==> config.mk <==
export PLATFORM = sky130hd
export DESIGN_NAME = vecmac_dot_seq
export DESIGN_NICKNAME = d
export VERILOG_FILES = /design/src/rtl/vecmac_pkg.sv /design/src/rtl/vecmac_lane_sum.sv /design/src/rtl/vecmac_dot_seq.sv
export SDC_FILE = /design/constraint.sdc
export NUM_CORES = 1
export LEC_CHECK = 0
export CORE_UTILIZATION = 35
export CTS_BUF_LIST = sky130_fd_sc_hd__clkbuf_16
export CTS_CLUSTER_SIZE = 16
export DETAILED_ROUTE_END_ITERATION = 10
export GPL_TIMING_DRIVEN = 0
export HOLD_SLACK_MARGIN = 0.06
export PLACE_DENSITY = 0.66
export REMOVE_ABC_BUFFERS = 1
export SLEW_MARGIN = 25
export SYNTH_ARGS = -nofsm -noshare
export SYNTH_HDL_FRONTEND = slang
export SYNTH_HIERARCHICAL = 1
export SYNTH_SLANG_ARGS = --single-unit
==> constraint.sdc <==
create_clock -name clk -period 5.3 [get_ports clk]
set_input_delay 1.06 -clock clk [delete_from_list [all_inputs] [get_ports clk]]
set_output_delay 1.06 -clock clk [all_outputs]
set_load 0.01 [all_outputs]
==> src/rtl/vecmac_pkg.sv <==
`default_nettype none
// ============================================================================
// Module      : vecmac_pkg
// Description : Shared constants and the FSM state type for the int8
//               dot-product sequencer and its lane-reduction stage.
// Revision    : 1.0 - initial release
// ============================================================================
package vecmac_pkg;

  localparam int LANES      = 4;   // elements per operand beat
  localparam int LANE_W     = 8;   // unsigned element width
  localparam int PROD_W     = 16;  // per-lane product width
  localparam int BEAT_SUM_W = 18;  // sum of four 16-bit products

  typedef enum logic [1:0] {
    IDLE  = 2'd0,
    RUN   = 2'd1,
    DRAIN = 2'd2,
    DONE  = 2'd3
  } vecmac_state_t;

endpackage : vecmac_pkg
`default_nettype wire

==> src/rtl/vecmac_lane_sum.sv <==
`default_nettype none
// ============================================================================
// Module      : vecmac_lane_sum
// Description : Combinational reduction of the four 16-bit lane products of
//               one multiplier beat into an 18-bit sum (two-level adder tree).
// Revision    : 1.0 - initial release
// ----------------------------------------------------------------------------
// Ports
//   products  in  LANES*PROD_W  {p3,p2,p1,p0}, unsigned
//   sum       out BEAT_SUM_W    p0+p1+p2+p3
// ============================================================================
module vecmac_lane_sum
  import vecmac_pkg::*;
(
  input  logic [LANES*PROD_W-1:0] products,
  output logic [BEAT_SUM_W-1:0]   sum
);

  logic [PROD_W-1:0] w_lane [LANES];

  genvar gi;
  generate
    for (gi = 0; gi < LANES; gi++) begin : g_lane
      assign w_lane[gi] = products[gi*PROD_W +: PROD_W];
    end
  endgenerate

  // First level keeps one carry bit, second level a second one.
  logic [PROD_W:0] w_pair_lo;
  logic [PROD_W:0] w_pair_hi;

  assign w_pair_lo = {1'b0, w_lane[0]} + {1'b0, w_lane[1]};
  assign w_pair_hi = {1'b0, w_lane[2]} + {1'b0, w_lane[3]};
  assign sum       = {1'b0, w_pair_lo} + {1'b0, w_pair_hi};

endmodule : vecmac_lane_sum
`default_nettype wire

==> src/rtl/vecmac_dot_seq.sv <==
`default_nettype none
// ============================================================================
// Module      : vecmac_dot_seq
// Description : Sequencer for an unsigned int8 dot product of LEN beats
//               (4 elements each) on an external 4-lane 8x8 multiplier.
//               Operand beats are passed straight to the multiplier on the
//               handshake; returning products are reduced and accumulated,
//               and the sum is offered on a valid/ready result port.
// Revision    : 1.0 - initial release
// Build macro : VECMAC_SAT_EN - saturating accumulator with sticky ovf;
//               when undefined the accumulator wraps and ovf is 0.
// ----------------------------------------------------------------------------
// Parameters
//   LEN_W  beat-count width (max job = 2^LEN_W-1 beats)
//   ACC_W  accumulator / result width, must be >= 18
// Ports
//   clk, rst                 clock, asynchronous active-high reset
//   start, len               job request (sampled in IDLE only)
//   busy                     high outside IDLE
//   op_valid/op_ready        operand beat stream, op_a/op_b 4 x u8 each
//   mul_in_valid/a/b         issue port to the multiplier
//   mul_out_valid/product    multiplier result port, 4 x u16
//   res_valid/res_ready      result stream, res_data = sum, ovf = overflow
// ============================================================================
module vecmac_dot_seq
  import vecmac_pkg::*;
#(
  parameter int LEN_W = 8,
  parameter int ACC_W = 32
) (
  input  logic                      clk,
  input  logic                      rst,
  input  logic                      start,
  input  logic [LEN_W-1:0]          len,
  output logic                      busy,
  input  logic                      op_valid,
  output logic                      op_ready,
  input  logic [LANES*LANE_W-1:0]   op_a,
  input  logic [LANES*LANE_W-1:0]   op_b,
  output logic                      mul_in_valid,
  output logic [LANES*LANE_W-1:0]   mul_in_a,
  output logic [LANES*LANE_W-1:0]   mul_in_b,
  input  logic                      mul_out_valid,
  input  logic [LANES*PROD_W-1:0]   mul_product,
  output logic                      res_valid,
  input  logic                      res_ready,
  output logic [ACC_W-1:0]          res_data,
  output logic                      ovf
);

  vecmac_state_t    r_state;
  vecmac_state_t    w_state_next;
  logic [LEN_W-1:0] r_len;
  logic [LEN_W-1:0] r_issued;
  logic [LEN_W-1:0] r_received;
  logic [ACC_W-1:0] r_acc;
  logic [ACC_W-1:0] w_acc_next;
  logic [BEAT_SUM_W-1:0] w_beat_sum;

  logic w_job_start;
  logic w_handshake;
  logic w_accum;
  logic w_issue_last;
  logic w_recv_last;

  // --------------------------------------------------------------------------
  // Reduction of the returning beat
  // --------------------------------------------------------------------------
  vecmac_lane_sum u_lane_sum (
    .products (mul_product),
    .sum      (w_beat_sum)
  );

  // Operands are forwarded unconditionally; only the strobe is qualified.
  assign mul_in_a = op_a;
  assign mul_in_b = op_b;

  assign w_job_start  = (r_state == IDLE) && start;
  assign w_handshake  = op_valid && op_ready;
  assign w_accum      = mul_out_valid && ((r_state == RUN) || (r_state == DRAIN));
  assign w_issue_last = (r_issued + LEN_W'(1)) == r_len;
  assign w_recv_last  = w_accum && ((r_received + LEN_W'(1)) == r_len);

  // --------------------------------------------------------------------------
  // FSM: state register
  // --------------------------------------------------------------------------
  always_ff @(posedge clk or posedge rst) begin
    if (rst) begin
      r_state <= IDLE;
    end else begin
      r_state <= w_state_next;
    end
  end

  // --------------------------------------------------------------------------
  // FSM: next state and control outputs
  // --------------------------------------------------------------------------
  always_comb begin
    w_state_next = r_state;
    busy         = 1'b1;
    op_ready     = 1'b0;
    mul_in_valid = 1'b0;
    res_valid    = 1'b0;
    case (r_state)
      IDLE: begin
        busy = 1'b0;
        if (start) begin
          w_state_next = (len == '0) ? DONE : RUN;
        end
      end
      RUN: begin
        // Ready depends on counters only, never on op_valid.
        op_ready     = (r_issued < r_len);
        mul_in_valid = op_valid && op_ready;
        if (w_handshake && w_issue_last) begin
          w_state_next = DRAIN;
        end
      end
      DRAIN: begin
        // Leave on the cycle the final product is being accumulated.
        if (w_recv_last || (r_received == r_len)) begin
          w_state_next = DONE;
        end
      end
      DONE: begin
        res_valid = 1'b1;
        if (res_ready) begin
          w_state_next = IDLE;
        end
      end
      default: begin
        w_state_next = IDLE;
      end
    endcase
  end

  // --------------------------------------------------------------------------
  // Accumulator update (wrapping or saturating)
  // --------------------------------------------------------------------------
`ifdef VECMAC_SAT_EN
  logic [ACC_W:0] w_acc_sum;
  logic           r_ovf;

  assign w_acc_sum  = {1'b0, r_acc} + (ACC_W+1)'(w_beat_sum);
  assign w_acc_next = w_acc_sum[ACC_W] ? {ACC_W{1'b1}} : w_acc_sum[ACC_W-1:0];

  always_ff @(posedge clk or posedge rst) begin
    if (rst) begin
      r_ovf <= 1'b0;
    end else if (w_job_start) begin
      r_ovf <= 1'b0;
    end else if (w_accum && w_acc_sum[ACC_W]) begin
      r_ovf <= 1'b1;
    end
  end

  assign ovf = r_ovf;
`else
  assign w_acc_next = r_acc + ACC_W'(w_beat_sum);
  assign ovf        = 1'b0;
`endif

  // --------------------------------------------------------------------------
  // Counters and accumulator
  // --------------------------------------------------------------------------
  always_ff @(posedge clk or posedge rst) begin
    if (rst) begin
      r_len      <= '0;
      r_issued   <= '0;
      r_received <= '0;
      r_acc      <= '0;
    end else if (w_job_start) begin
      r_len      <= len;
      r_issued   <= '0;
      r_received <= '0;
      r_acc      <= '0;
    end else begin
      if (w_handshake) begin
        r_issued <= r_issued + LEN_W'(1);
      end
      if (w_accum) begin
        r_received <= r_received + LEN_W'(1);
        r_acc      <= w_acc_next;
      end
    end
  end

  // The accumulator is only cleared by start or reset, so the last result
  // stays visible after its handshake.
  assign res_data = r_acc;

endmodule : vecmac_dot_seq
`default_nettype wire

======== Word-level counts from Yosys, hierarchy flattened ========
Cells that the tools add are included.
storage, ports and cells
  bits of input ports ..................... 142
  output and inout port bits .............. 101
  flip-flop bits (word level) ............. 58
  word-level logic and storage cells ...... 51
cells by class
  equality and inequality tests ........... 10
  $add $sub $neg .......................... 6
  reductions and logical operators ........ 13
  multiplexer cells ....................... 16
  order comparisons ....................... 1
operator list
  kind                                                   count
  two-way mux 32 bit                                     2
  adder 16 x 16 -> 17 bit                                2
  adder 32 x 18 -> 32 bit                                1
  two-way mux 8 bit                                      4
  == test 8 bit                                          3
  adder 17 x 17 -> 18 bit                                1
  adder 8 x 1 -> 8 bit, second input constant            2
  two-way mux 2 bit                                      5
  zero test 8 bit                                        1
  < comparator 8 bit                                     1
  one-hot mux 2 bit (4 select lines)                     1
  logical AND 1 bit                                      6
  == test 2 bit, second input constant                   2
  two-way mux 1 bit                                      4
  inequality test 2 x 1 -> 1 bit, second input constant  2
  inequality test 2 bit, second input constant           2
  AND reduction 4 bit                                    1
  nonzero test 2 bit                                     2
  == test 2 x 1 -> 1 bit, second input constant          1
  zero test 2 bit                                        1
  logical OR 1 bit                                       2

======== Logic depth before layout (Yosys ltp) ========
  depth in word-level cells ............... 7
  gate-level depth with buffers ........... 20
  depth with buffers taken out ............ 19

======== Modules after synthesis ========
The synthesis kept the hierarchy.
by module, submodules not included
  module           area an instance (sq um)  cells an instance  sequential area each (sq um)  instances
  vecmac_dot_seq   4645.7                    540                1451.4                        1
  vecmac_lane_sum  1759.2                    219                0.0                           1

======== Least setup slack after synthesis ========
Ideal clock, no wire load.
  path kind ............................... in2reg
  start ................................... input port mul_product[1]
  end ..................................... register r_acc[21], in the netlist res_data[21]
  slack ................................... -45 ps
  path buffers ............................ 1
  cell stages on the path ................. 20
  data required time ...................... 5181 ps
  arrival ................................. 5226 ps
  library setup time ...................... 119 ps
  cells stage by stage .................... inv_1 fa_1 inv_1 fa_1 ha_1 fa_1 a21o_1 a221oi_2 o21bai_1 a21oi_1 xnor2_1 ha_1 nand2_1 nor2_1 nand2_1 o31ai_4 a21oi_1 buf_2 o31a_1 o21a_1
on the way
  cells in the longest elaborated chain, start to end .. 5
ends and longest elaborated chain
  item                     RTL line               source
  from (decl)              vecmac_dot_seq.sv:44   input logic [LANES*PROD_W-1:0] mul_product,
  adder 16 x 16 -> 17 bit  vecmac_lane_sum.sv:32  assign w_pair_lo = {1'b0, w_lane[0]} + {1'b0, w_lane[1]};
  adder 17 x 17 -> 18 bit  vecmac_lane_sum.sv:34  assign sum = {1'b0, w_pair_lo} + {1'b0, w_pair_hi};
  named net w_beat_sum[9]  vecmac_dot_seq.sv:58   logic [BEAT_SUM_W-1:0] w_beat_sum;
  adder 32 x 18 -> 32 bit  vecmac_dot_seq.sv:159  assign w_acc_next = r_acc + ACC_W'(w_beat_sum);
  two-way mux 32 bit       vecmac_dot_seq.sv:181  if (w_accum) begin
  two-way mux 32 bit       vecmac_dot_seq.sv:172  end else if (w_job_start) begin
  to (signal assigned)     vecmac_dot_seq.sv:183  r_acc <= w_acc_next;
  to (decl)                vecmac_dot_seq.sv:56   logic [ACC_W-1:0] r_acc;
The timed path passes the listed nets, and every way through them passes these cells. The select of a mux whose other input is x is not followed.
A chain may end at the register's enable or synchronous reset.

======== Final worst setup path ========
  start ................................... input port mul_product[5]
  end ..................................... register r_acc[30], in the netlist res_data[30]
The elaborated chain is that of the path after synthesis.

==> results.py <==
metrics = {
    "die": {
        "start_util": 0.357,
        "die_w_um": 137,
        "ios": 243,
        "dieArea_sq_um": 18800,
        "num_rows": 49,
        "coreArea_sq_um": 18000,
        "die_y_um": 137,
    },
    "synthesis": {
        "synth.mux.area_fraction": 0.0125,
        "synth.distinct_cells": 63,
        "syn_area_per_cell_sq_um": 8.44,
        "synth_edf_count": 0,
        "synthAdderAreaFrac": 0.201,
        "synth-seq-area-share": 0.227,
        "synth-compound-area-share": 0.170,
        "synthCells": 759,
        "synth-xor-area-share": 0.0846,
        "yosys.area_share.simple": 0.148,
        "async_flop_share": 1.00,
        "ys.flop_type": "dfrtp_1",
        "synth_top_family_by_area": "adder cells",
        "synth-seq-cells": 58,
        "syn_area_sq_um": 6400,
        "ys_warn_count": 6,
    },
    "sta": {
        "fin_setup_tns_ns": 0,
        "finalCriticalPeriod_ns": 5.15,
        "finalCritPeriodShare": 0.972,
        "hold_violations": 0,
        "worst_slack_ns": 0.146,
        "rsz0062_at_grt": "yes",
        "final_max_slew_viol_count": 0,
        "clock.fmax_ghz": 0.194,
        "max_slew_margin": 0.295,
        "final-setup-viol-count": 0,
        "skew_ns": 0.00660,
        "worst_pin_slew_ns": 1.06,
    },
    "power": {
        "vdd_drop_max_mv": 0.296,
        "powerDensity_nw_per_um2": 548,
        "power_leakage_uw": 0.00385,
    },
    "global_route": {
        "grt_pass1_vias": 5044,
        "antenna_found_initial": 0,
        "grt-ovfl-total": 0,
        "grtUsageTotal": 0.208,
        "grt_max_degree": 46,
        "grt_pass1_wl_um": 28900,
    },
    "final_layout": {
        "seqCellArea_sq_um": 1450,
        "stdcell_count": 1064,
        "final_common_cell": "inv_1",
        "synthToLayoutAreaGrowth_pct": 30.1,
        "fillers": 1726,
        "mostFrequentLayoutCells": "88 x inv_1, 86 x clkdlybuf4s50_1, 58 x dfrtp_1",
        "antenna_cells": 0,
        "drive_above_1_share": 0.182,
        "multi_input_area_sq_um": 4460,
        "fin_nets": 1056,
    },
    "route": {
        "drt_first_pass_iters": 4,
        "wirelength_um": 19400,
        "via_per_inst": 5.22,
        "first_iter_violations": 279,
        "route.antenna.remaining_nets": 0,
        "num_vias": 5557,
        "drc": 0,
        "wl_per_cell_um": 18.2,
    },
    "setup_path": {
        "path_cells": "clkdlybuf4s50_1, inv_1, fa_1, fa_1, inv_2, ha_4, a21o_1, a221oi_4, o21bai_1, a21oi_1, xnor2_1, ha_1, and2_4, nand2_2, nor4_4, buf_4, nor4_4, buf_12, nor4_4, xnor2_1, nor2_1",
        "r2r_slack_ns": 2.30,
        "crit_type": "input port to register",
        "critical-path-slowest-cell": "fa_1",
        "worstSetupStartpointType": "input port",
        "r2r_cells": 6,
        "worstPathArrival_ns": 5.37,
        "crit_path_frequent_cell": "nor4_4",
        "endpoint_kind": "register",
        "cpPeakStageDelay_ns": 0.50,
        "reg2reg_from": "r_state[0]$_DFFE_PP0P_",
        "r2r-end": "res_data[29]$_DFFE_PP0P_",
        "critPathRequiredTime_ns": 5.52,
        "cp_max_fo": 7,
    },
    "clock_network": {
        "cts_tree": "done",
        "h-tree-depth": 3,
        "clkSinkCount": 58,
        "clkLatencyLatePin_ns": 0.34,
        "clk_pin_slew_ns": 0.05,
        "root_buffer": "clkbuf_16",
        "clock_path_buffers": 2,
        "holdBufCountCts": 0,
        "cts_made_buffers": 9,
    },
    "place": {
        "place_inst": 1016,
        "preCtsSetupSlack_ns": -1.38,
        "io_buffer_count": 113,
        "dpl.hpwl_um": 14100,
        "gp_congestion": 0.805,
    },
    "min_path": {
        "hp-class": "register to register",
        "hold_start": "res_data[0]$_DFFE_PP0P_",
        "hold_depth": 2,
        "min_to": "res_data[0]$_DFFE_PP0P_",
    },
    "run_status": {
        "status": "complete, no violations",
    },
    "job": {
        "maxCapViolations": 0,
    },
}
## area by class of cell
| class | instances | area share |
|---|---|---|
| clock buffers | 9 | 0.0270 |
| multi-input cells | 506 | 0.535 |
| well taps | 229 | 0.0344 |
| inverters | 109 | 0.0494 |
| repair buffers | 147 | 0.173 |
| clock inverters | 6 | 0.00601 |
| flip-flops and latches | 58 | 0.174 |
## state kept, by name, summed over array words and instances (netlist names)
signal      cells
r_received      8
r_state         2
r_issued        8
res_data       32
r_len           8
## where the power goes
part           internal, uW  total (uW)  switching (uW)
Sequential              565         715             150
Clock                   353         561             208
Combinational          1580        3290            1710
## Yosys cell counts (8+ instances only)
| cell | number | share of area |
|---|---|---|
| a21o_1 | 14 | 0.016 |
| a21oi_1 | 49 | 0.038 |
| a22o_1 | 9 | 0.012 |
| buf_4 | 66 | 0.077 |
| clkbuf_1 | 17 | 0.010 |
| dfrtp_1 | 58 | 0.23 |
| fa_1 | 33 | 0.10 |
| ha_1 | 50 | 0.098 |
| inv_1 | 109 | 0.064 |
| mux2i_1 | 8 | 0.013 |
| nand2_1 | 60 | 0.035 |
| nand3_1 | 22 | 0.017 |
| nand4_1 | 8 | 0.0078 |
| nor2_1 | 36 | 0.021 |
| nor3_1 | 12 | 0.0094 |
| nor4_1 | 10 | 0.0098 |
| o21a_1 | 9 | 0.011 |
| o21ai_0 | 24 | 0.019 |
| xnor2_1 | 38 | 0.052 |
| xor2_1 | 22 | 0.030 |
## worst max-delay path by stage
stage                                from  slack, ns                       end
after detailed placement   mul_product[1]      -1.38  res_data[21]$_DFFE_PP0P_
after floorplan            mul_product[1]      -0.20  res_data[29]$_DFFE_PP0P_
after global routing       mul_product[1]      -0.08  res_data[30]$_DFFE_PP0P_
after global placement     mul_product[1]      -1.39  res_data[31]$_DFFE_PP0P_
after CTS                 mul_product[12]      0.002  res_data[22]$_DFFE_PP0P_
final                      mul_product[5]       0.15  res_data[30]$_DFFE_PP0P_
## metal layers
| layer | wire [um] | share of wire | global-route usage |
|---|---|---|---|
| met5 | 103 | 0.0053 | 0.0528 |
| met4 | 123 | 0.0063 | 0.0409 |
| met3 | 2670 | 0.14 | 0.138 |
| met2 | 8130 | 0.42 | 0.283 |
| met1 | 8340 | 0.43 | 0.266 |
## worst max-delay path: cells and delay by family
family | cells | cell delay, ns
AOI/OAI and AO/OA | 4 | 0.79
xor gates and xnor gates | 2 | 0.23
adders and majority gates | 4 | 1.53
buffers and inverters | 5 | 0.87
and+or+nand+nor | 6 | 0.88
## cell families after synthesis
family,count (synthesis)
compound gates,161
xor+xnor,61
fa+ha+maj,83
buf+inv,196
flops,58
mux,8
other cells,1
simple gates,191
## through the flow
stage / cell area [sq um] / utilization / hold slack [ns] / power (uW)
floorplan: 5810 / - / 0.493 / 2550
finish: 8330 / 0.464 / 0.541 / 4560
global placement: 7220 / 0.402 / 0.525 / 3170
detailed placement: 7280 / 0.405 / 0.526 / 3200
global route: 8330 / 0.464 / 0.573 / 4940
CTS: 7890 / 0.439 / 0.542 / 4160
## timing repair
item                                    in CTS  in global routing
buffers inserted                            21                 13
endpoints found under the setup margin      19                 19
gates resized for setup                     66                 92
pin swaps                                   46                 58
cloned                                       1                  0
Power figures use the tool's default switching activity.
